### src/rtl/priority_scanner_pkg.sv
// Shared types and constants for the priority scanner.
package priority_scanner_pkg;

  typedef enum logic {
    IDLE = 1'b0,
    SCAN = 1'b1
  } state_e;

  localparam logic DIR_LSB = 1'b0;
  localparam logic DIR_MSB = 1'b1;

endpackage : priority_scanner_pkg

### src/rtl/priority_scanner_pick.sv
// Combinational picker: selects the lowest or highest set bit of a vector,
// returns it one-hot with its binary position, and flags empty / multi-bit.
module priority_pick
  import priority_scanner_pkg::*;
#(
  parameter  int unsigned WIDTH = 16,
  localparam int unsigned IDX_W = $clog2(WIDTH)
) (
  input  logic [WIDTH-1:0] vector,
  input  logic             dir,
  output logic [WIDTH-1:0] onehot,
  output logic [IDX_W-1:0] idx,
  output logic             any,
  output logic             multi
);

  // Walk positions in scan order and keep the first set bit found.
  always_comb begin : pick
    logic             found;
    logic [IDX_W-1:0] pos;
    onehot = '0;
    idx    = '0;
    found  = 1'b0;
    pos    = '0;
    for (int i = 0; i < int'(WIDTH); i++) begin
      pos = (dir == DIR_MSB) ? IDX_W'(int'(WIDTH) - 1 - i) : IDX_W'(i);
      if (!found && vector[pos]) begin
        found       = 1'b1;
        idx         = pos;
        onehot      = '0;
        onehot[pos] = 1'b1;
      end
    end
  end

  // Clearing the lowest set bit leaves something only if two or more were set.
  assign any   = |vector;
  assign multi = |(vector & (vector - WIDTH'(1)));

endmodule : priority_pick

### src/rtl/priority_scanner.sv
// Accepts a request word per handshake and emits each set bit as its own
// beat (one-hot + index), LSB-first or MSB-first, under consumer backpressure.
module priority_scanner
  import priority_scanner_pkg::*;
#(
  parameter  int unsigned WIDTH = 16,
  localparam int unsigned IDX_W = $clog2(WIDTH)
) (
  input  logic             clk_i,
  input  logic             srst_i,
  input  logic [WIDTH-1:0] data_i,
  input  logic             dir_i,
  input  logic             data_val_i,
  output logic             data_rdy_o,
  output logic [WIDTH-1:0] onehot_o,
  output logic [IDX_W-1:0] idx_o,
  output logic             last_o,
  output logic             empty_o,
  output logic             val_o,
  input  logic             rdy_i
);

  state_e           state_q;
  logic [WIDTH-1:0] resid_q;
  logic             dir_q;

  logic [WIDTH-1:0] pick_onehot;
  logic [IDX_W-1:0] pick_idx;
  logic             pick_any;
  logic             pick_multi;
  logic             scan;

  priority_pick #(.WIDTH(WIDTH)) u_pick (
    .vector (resid_q),
    .dir    (dir_q),
    .onehot (pick_onehot),
    .idx    (pick_idx),
    .any    (pick_any),
    .multi  (pick_multi)
  );

  // FSM with residual/direction registers; a beat handshake strips the picked bit.
  always_ff @(posedge clk_i or posedge srst_i) begin
    if (srst_i) begin
      state_q <= IDLE;
      resid_q <= '0;
      dir_q   <= DIR_LSB;
    end else begin
      case (state_q)
        IDLE: begin
          if (data_val_i) begin
            resid_q <= data_i;
            dir_q   <= dir_i;
            state_q <= SCAN;
          end
        end
        SCAN: begin
          if (rdy_i) begin
            resid_q <= resid_q & ~pick_onehot;
            if (!pick_multi) state_q <= IDLE;
          end
        end
        default: state_q <= IDLE;
      endcase
    end
  end

  // Beat outputs decode only registered state and are zero outside SCAN.
  assign scan       = (state_q == SCAN);
  assign val_o      = scan;
  assign data_rdy_o = (state_q == IDLE) & ~srst_i;
  assign onehot_o   = scan ? pick_onehot : '0;
  assign idx_o      = scan ? pick_idx : '0;
  assign last_o     = scan & ~pick_multi;
  assign empty_o    = scan & ~pick_any;

endmodule : priority_scanner

### config.mk
export PLATFORM = sky130hd
export DESIGN_NAME = priority_scanner
export DESIGN_NICKNAME = d
export VERILOG_FILES = /design/src/rtl/priority_scanner_pkg.sv /design/src/rtl/priority_scanner_pick.sv /design/src/rtl/priority_scanner.sv
export SDC_FILE = /design/constraint.sdc
export NUM_CORES = 1
export LEC_CHECK = 0
export ABC_AREA = 0
export CELL_PAD_IN_SITES_DETAIL_PLACEMENT = 0
export CELL_PAD_IN_SITES_GLOBAL_PLACEMENT = 2
export CORE_MARGIN = 10
export CORE_UTILIZATION = 32
export CTS_CLUSTER_DIAMETER = 150
export DETAILED_ROUTE_END_ITERATION = 10
export PLACE_DENSITY = 0.86
export SETUP_SLACK_MARGIN = 0.05
export SLEW_MARGIN = 10
export SYNTH_ARGS = -nofsm -noshare
export SYNTH_HDL_FRONTEND = slang
export SYNTH_SLANG_ARGS = --single-unit
### constraint.sdc
create_clock -name clk_i -period 3.7 [get_ports clk_i]
set_input_delay 0.555 -clock clk_i [delete_from_list [all_inputs] [get_ports clk_i]]
set_output_delay 0.555 -clock clk_i [all_outputs]
set_load 0.03 [all_outputs]
* Yosys cells after proc, flatten, opt, wreduce, memory -nomap -nowiden
Index checks and enable logic that the tools add are counted.
Word-level totals: register bits 18
Operators by class: reduce and logical (&&, ||, !) cells 50, bitwise logic cells 10, add/subtract/negate cells 1, eq/ne operators 2, mux-type cells 136, magnitude comparators 32
Operators with widths (count):
- 16-bit 2-to-1 mux | 19
- 4-bit 2-to-1 mux | 33
- 4-bit by 5-bit < comparator with 1-bit output, second input constant | 16
- 1-bit binary-select mux with 4-bit select | 16
- 1-bit demux with 4-bit select | 16
- 4-bit by 1-bit greater-or-equal comparator with 1-bit output, second input constant | 16
- 1-bit 2-to-1 mux | 50
- 16-bit bitwise AND | 2
- 16-bit one-hot mux with 2 select lines | 1
- 16-bit OR reduction | 2
- 1-bit logical AND | 31
- 16-bit inverter | 1
- 16-bit by 1-bit subtractor with 16-bit output, second input constant | 1
- 1-bit zero test | 15
- 2-bit != test, second input constant | 2
- 1-bit inverter | 4
- 2-bit AND reduction | 2
- 1-bit bitwise AND | 3
- 1-bit one-hot mux with 2 select lines | 1

* Depth between registers and ports, before layout
word-level depth 53, gate-level depth with buffers 8, mapped depth without buffers 5

* Hierarchy
A second synthesis with hierarchy kept.
Unflattened totals: cell total of the unflattened synthesis 341, area total of the unflattened synthesis 2571.2 um2
Modules (own cells, without submodules):
- priority_pick | area each 1398.8 um2, seq. area each 0.0 um2, instances 1, cells an instance 228
- priority_scanner | area each 1172.4 um2, seq. area each 450.4 um2, instances 1, cells an instance 113

* Worst setup path after synthesis
No wires, ideal clock.
path type register -> output, start point register resid_q[15], end point output port idx_o[0], arrival time 2.094 ns, stages on the path, launching flop included 8, setup slack 1.051 ns, cell sequence dfrtp_1 -> nor4b_4 -> a22o_1 -> buf_4 -> buf_4 -> nand4_1 -> a31o_1 -> a31oi_1
Between the ends: longest elaborated chain between the ends 49
RTL lines:
- start: declaration | line priority_scanner.sv:24 | logic [WIDTH-1:0] resid_q;
- start signal: assignment | line priority_scanner.sv:52 | resid_q <= data_i;
- start signal: assignment | line priority_scanner.sv:59 | resid_q <= resid_q & ~pick_onehot;
- 1-bit binary-select mux with 4-bit select | line priority_scanner_pick.sv:27 | if (!found && vector[pos]) begin
- 1-bit 2-to-1 mux (not written as such) | line priority_scanner_pick.sv:27
- 1-bit 2-to-1 mux | line priority_scanner_pick.sv:27
- 1-bit zero test | line priority_scanner_pick.sv:27
- 1-bit logical AND | line priority_scanner_pick.sv:27
- 1-bit 2-to-1 mux | line priority_scanner_pick.sv:27
- 1-bit zero test | line priority_scanner_pick.sv:27
- 1-bit logical AND | line priority_scanner_pick.sv:27
- (+33 left out)
- 1-bit 2-to-1 mux | line priority_scanner_pick.sv:27
- 1-bit zero test | line priority_scanner_pick.sv:27
- 1-bit logical AND | line priority_scanner_pick.sv:27
- 1-bit 2-to-1 mux | line priority_scanner_pick.sv:27
- 1-bit zero test | line priority_scanner_pick.sv:27
- 1-bit logical AND | line priority_scanner_pick.sv:27
- 4-bit 2-to-1 mux (*) | line priority_scanner_pick.sv:27
- 4-bit 2-to-1 mux (*) | line priority_scanner.sv:73 | assign idx_o = scan ? pick_idx : '0;
- end: declaration | line priority_scanner.sv:16 | output logic [IDX_W-1:0] idx_o,
Every way passes the cells marked *; elsewhere a longest branch is shown, timed or not. The select of a mux whose other input is x is not followed.

* Worst setup path in the final report
start point register dir_q, end point output port onehot_o[14]
Between the ends: longest elaborated chain between the ends 50
RTL lines:
- start: declaration | line priority_scanner.sv:25 | logic dir_q;
- start signal: assignment | line priority_scanner.sv:53 | dir_q <= dir_i;
- 4-bit 2-to-1 mux | line priority_scanner_pick.sv:26 | pos = (dir == DIR_MSB) ? IDX_W'(int'(WIDTH) - 1 - i) : IDX_W'(i);
- 1-bit binary-select mux with 4-bit select | line priority_scanner_pick.sv:27
- 1-bit 2-to-1 mux (not written as such) | line priority_scanner_pick.sv:27
- 1-bit 2-to-1 mux | line priority_scanner_pick.sv:27
- 1-bit zero test | line priority_scanner_pick.sv:27
- 1-bit logical AND | line priority_scanner_pick.sv:27
- 1-bit 2-to-1 mux | line priority_scanner_pick.sv:27
- 1-bit zero test | line priority_scanner_pick.sv:27
- (+34 left out)
- 1-bit 2-to-1 mux | line priority_scanner_pick.sv:27
- 1-bit zero test | line priority_scanner_pick.sv:27
- 1-bit logical AND | line priority_scanner_pick.sv:27
- 1-bit 2-to-1 mux | line priority_scanner_pick.sv:27
- 1-bit zero test | line priority_scanner_pick.sv:27
- 1-bit logical AND | line priority_scanner_pick.sv:27
- 16-bit 2-to-1 mux (*) | line priority_scanner_pick.sv:27
- 16-bit 2-to-1 mux (*) | line priority_scanner.sv:72 | assign onehot_o = scan ? pick_onehot : '0;
- end: declaration | line priority_scanner.sv:15 | output logic [WIDTH-1:0] onehot_o,
Marked as above.

==> out/results.tsv <==
stage	metric	value	unit
critical_path	slowest_delay	0.67	ns
critical_path	worst_path_max_delay_cell	dfrtp_1	
synth	synth-main-ff-cell	dfrtp_1	
global_route	grt_pass1_wl	14.6	mm
synth	syn_nets	334	
synth	ys_warn_count	0	
place	io_buffer_count	44	
run_status	status	finished clean	
synth	synth_top_area_share	19.4	%
sta	fin_skew	0.00503	ns
sta	final_max_slew_viol_count	0	
synth	synth_simple_gate_area_share	31.7	%
synth	synth_fa_ha_area_share	1.72	%
sta	setup_viol	0	
cts	clk_transition_reported_paths	0.08	ns
cts	hold_buffers	0	
sta	tns	0	ns
detailed_routing	drc	0	
critical_path	crit_fanout	16	
power	vdd_ir_drop_max	0.000428	V
floorplanning	dieArea	11100	um^2
synth	synth-edff-count	0	
synth	synthArstFlopShare	100	%
cts	cts_made_buffers	3	
cts	clock_path_buffers	2	
synth	synth_compound_area_share	39.0	%
synth	synth.mux.area_fraction	0.860	%
synth	synthTopCellsByArea	dfrtp_1, nor2_1, nand2_1	
place	dp_hpwl	6.89	mm
cts	cts_resized	0	
synth	synth-seq-cells	18	
global_route	grt-ovfl-total	0	
sta	slew_headroom	34.3	%
power	p_per_area	1120	nW/um^2
detailed_routing	wire_per_inst	20.1	um
sta	worst_pin_slew	0.982	ns
detailed_routing	final_antenna_net_count	0	
finish	final_layout_size_suffix_gt1_share	19.9	%
global_route	track_usage	15.7	%
synth	avgSynthCellArea	7.44	um^2
min_path	hold_path.class	reg -> reg	
cts	clk_latency	0.26	ns
finish	final_cell_mix	buf_4, nor2_1, nand2_1	
cts	cts_sinks	18	
detailed_routing	first_pass_iters	6	
sta	fin_hold_ws	0.710	ns
sta	rsz0062_at_grt	no	
finish	regArea	450	um^2
sta	layout_min_cycle_time	3.46	ns
job	cap_violations	0	
synth	yosysSeqAreaShare	19.4	%
detailed_routing	viasPerCell	6.03	
detailed_routing	vias	2721	
synth	syn_inst	313	
synth	ys_types	69	
synth	synth_top_area_cell	dfrtp_1	
finish	nNetsFinal	375	
finish	final_common_cell	buf_4	
sta	timing.fmax	289	MHz
finish	fill_cells	740	
synth	yosys.area_share.xor_xnor	0	%
power	leakagePower	1.21	nW
critical_path	crit_family	simple AND/OR/NAND/NOR gates	
finish	area_delta_synth_final	27.1	%
critical_path	crit_buf_inv	1	
detailed_routing	wirelength	9.05	mm
floorplanning	num_rows	31	
sta	min_period_over_period	93.4	%
finish	multi_input_area	1710	um^2
synth	synth_top_family_by_area	compound AO/OA/AOI/OAI gates	
critical_path	crit_type	reg -> out	
cts	cts_tree	yes	
floorplanning	io_pins	45	
critical_path	cp_cell_sequence	nor4b_4, a22oi_2, nor4_1, o21ai_0, and4b_1, clkdlybuf4s50_1	
floorplanning	die_w	105	um
synth	synth_area	2330	um^2
critical_path	start_kind	flip-flop	
global_route	grt_max_degree	31	
critical_path	cp.arrival	2.90	ns
floorplanning	die_h	105	um
global_route	grt_pass1_vias	2680	
sta	finalHoldViolations	0	
cts	cts-root-buf	clkbuf_8	
global_route	antenna_found_initial	0	
detailed_routing	drt-initial-drc-count	234	
cts	htreeDepth	1	
critical_path	endpoint_kind	output port	
floorplanning	coreArea	7180	um^2
finish	num_antenna_cells	0	
floorplanning	start_util	32.4	%
critical_path	critPathRequiredTime	3.14	ns
place	routabilityCongestion	0.940	
cts	cts_setup_buffers	0	
worst register-to-register path, delay by kind of cell (launching register included):
family,cells,cell delay (ns)
AND/OR/NAND/NOR,2,0.80
flip-flops,1,0.67
AO/OA/AOI/OAI,3,0.60
buffers and inverters,1,0.23
synth_stat cells, drive strengths merged (7+ instances only):
master	number
nand2	28
clkbuf	23
nor4	7
buf	11
nor2	33
dfrtp	18
a22oi	9
a21oi	19
nor3	10
o21ai	24
nor2b	8
per-layer routing:
| layer | up-vias | part of all wire (%) | GRT usage [%] |
|---|---|---|---|
| met4 | 0 | 1.7 | 5.69 |
| met2 | 145 | 45 | 23.6 |
| met1 | 1298 | 46 | 22.1 |
| li1 | 1267 | - | - |
| met3 | 11 | 7.2 | 2.25 |
| met5 | - | 0 | 0 |
flip-flops by register name, indices dropped and copies added (netlist names):
signal,flops
dir_q,1
val_o,1
resid_q,16
final cells by class:
class	count	share of cell area (%)
inverters	5	0.635
clock buffers	3	1.40
flip-flops and latches	18	15.2
multi-input cells	256	57.7
repair buffers	70	20.9
well taps	99	4.19
stage by stage:
stage	instances	setup slack, ns	power (mW)	utilization, %	cell area (um^2)
2_1_floorplan	313	1.05	2.21	-	2330
3_3_place_gp	448	0.350	3.15	40.6	2910
3_5_place_dp	448	0.344	3.12	40.6	2910
4_1_cts	451	0.0615	3.27	41.2	2960
5_1_grt	451	0.0630	3.53	41.2	2960
6_report	451	0.243	3.31	41.2	2960
logic make-up (layout without fill, tap and decap cells):
family | after synthesis | after routing
adders and majority gates | 4 | 4
muxes | 2 | 2
DFF | 18 | 18
buffers and inverters | 39 | 78
AOI/OAI and AO/OA | 122 | 122
and+or+nand+nor | 128 | 128
report_power, final:
group / switching [mW] / internal [mW] / total (mW)
Clock: 0.0726 / 0.0726 / 0.145
Sequential: 0.167 / 0.271 / 0.438
Combinational: 1.64 / 1.09 / 2.73
path summary, 6_finish.rpt:
| check | from | to | slack [ns] | cells after the start |
|---|---|---|---|---|
| worst max-delay path | dir_q | onehot_o[14] | 0.24 | 6 |
| max in group asynchronous | srst_i | resid_q[6] | 2.49 | 2 |
| min in group asynchronous | srst_i | resid_q[12] | 0.75 | 2 |
| worst min-delay path | resid_q[0] | resid_q[0] | 0.71 | 2 |
| worst min register to register | resid_q[0] | resid_q[0] | 0.71 | 2 |
| worst max register to register | dir_q | resid_q[15] | 1.30 | 6 |
No activity file was read; power rests on OpenSTA's default activity.
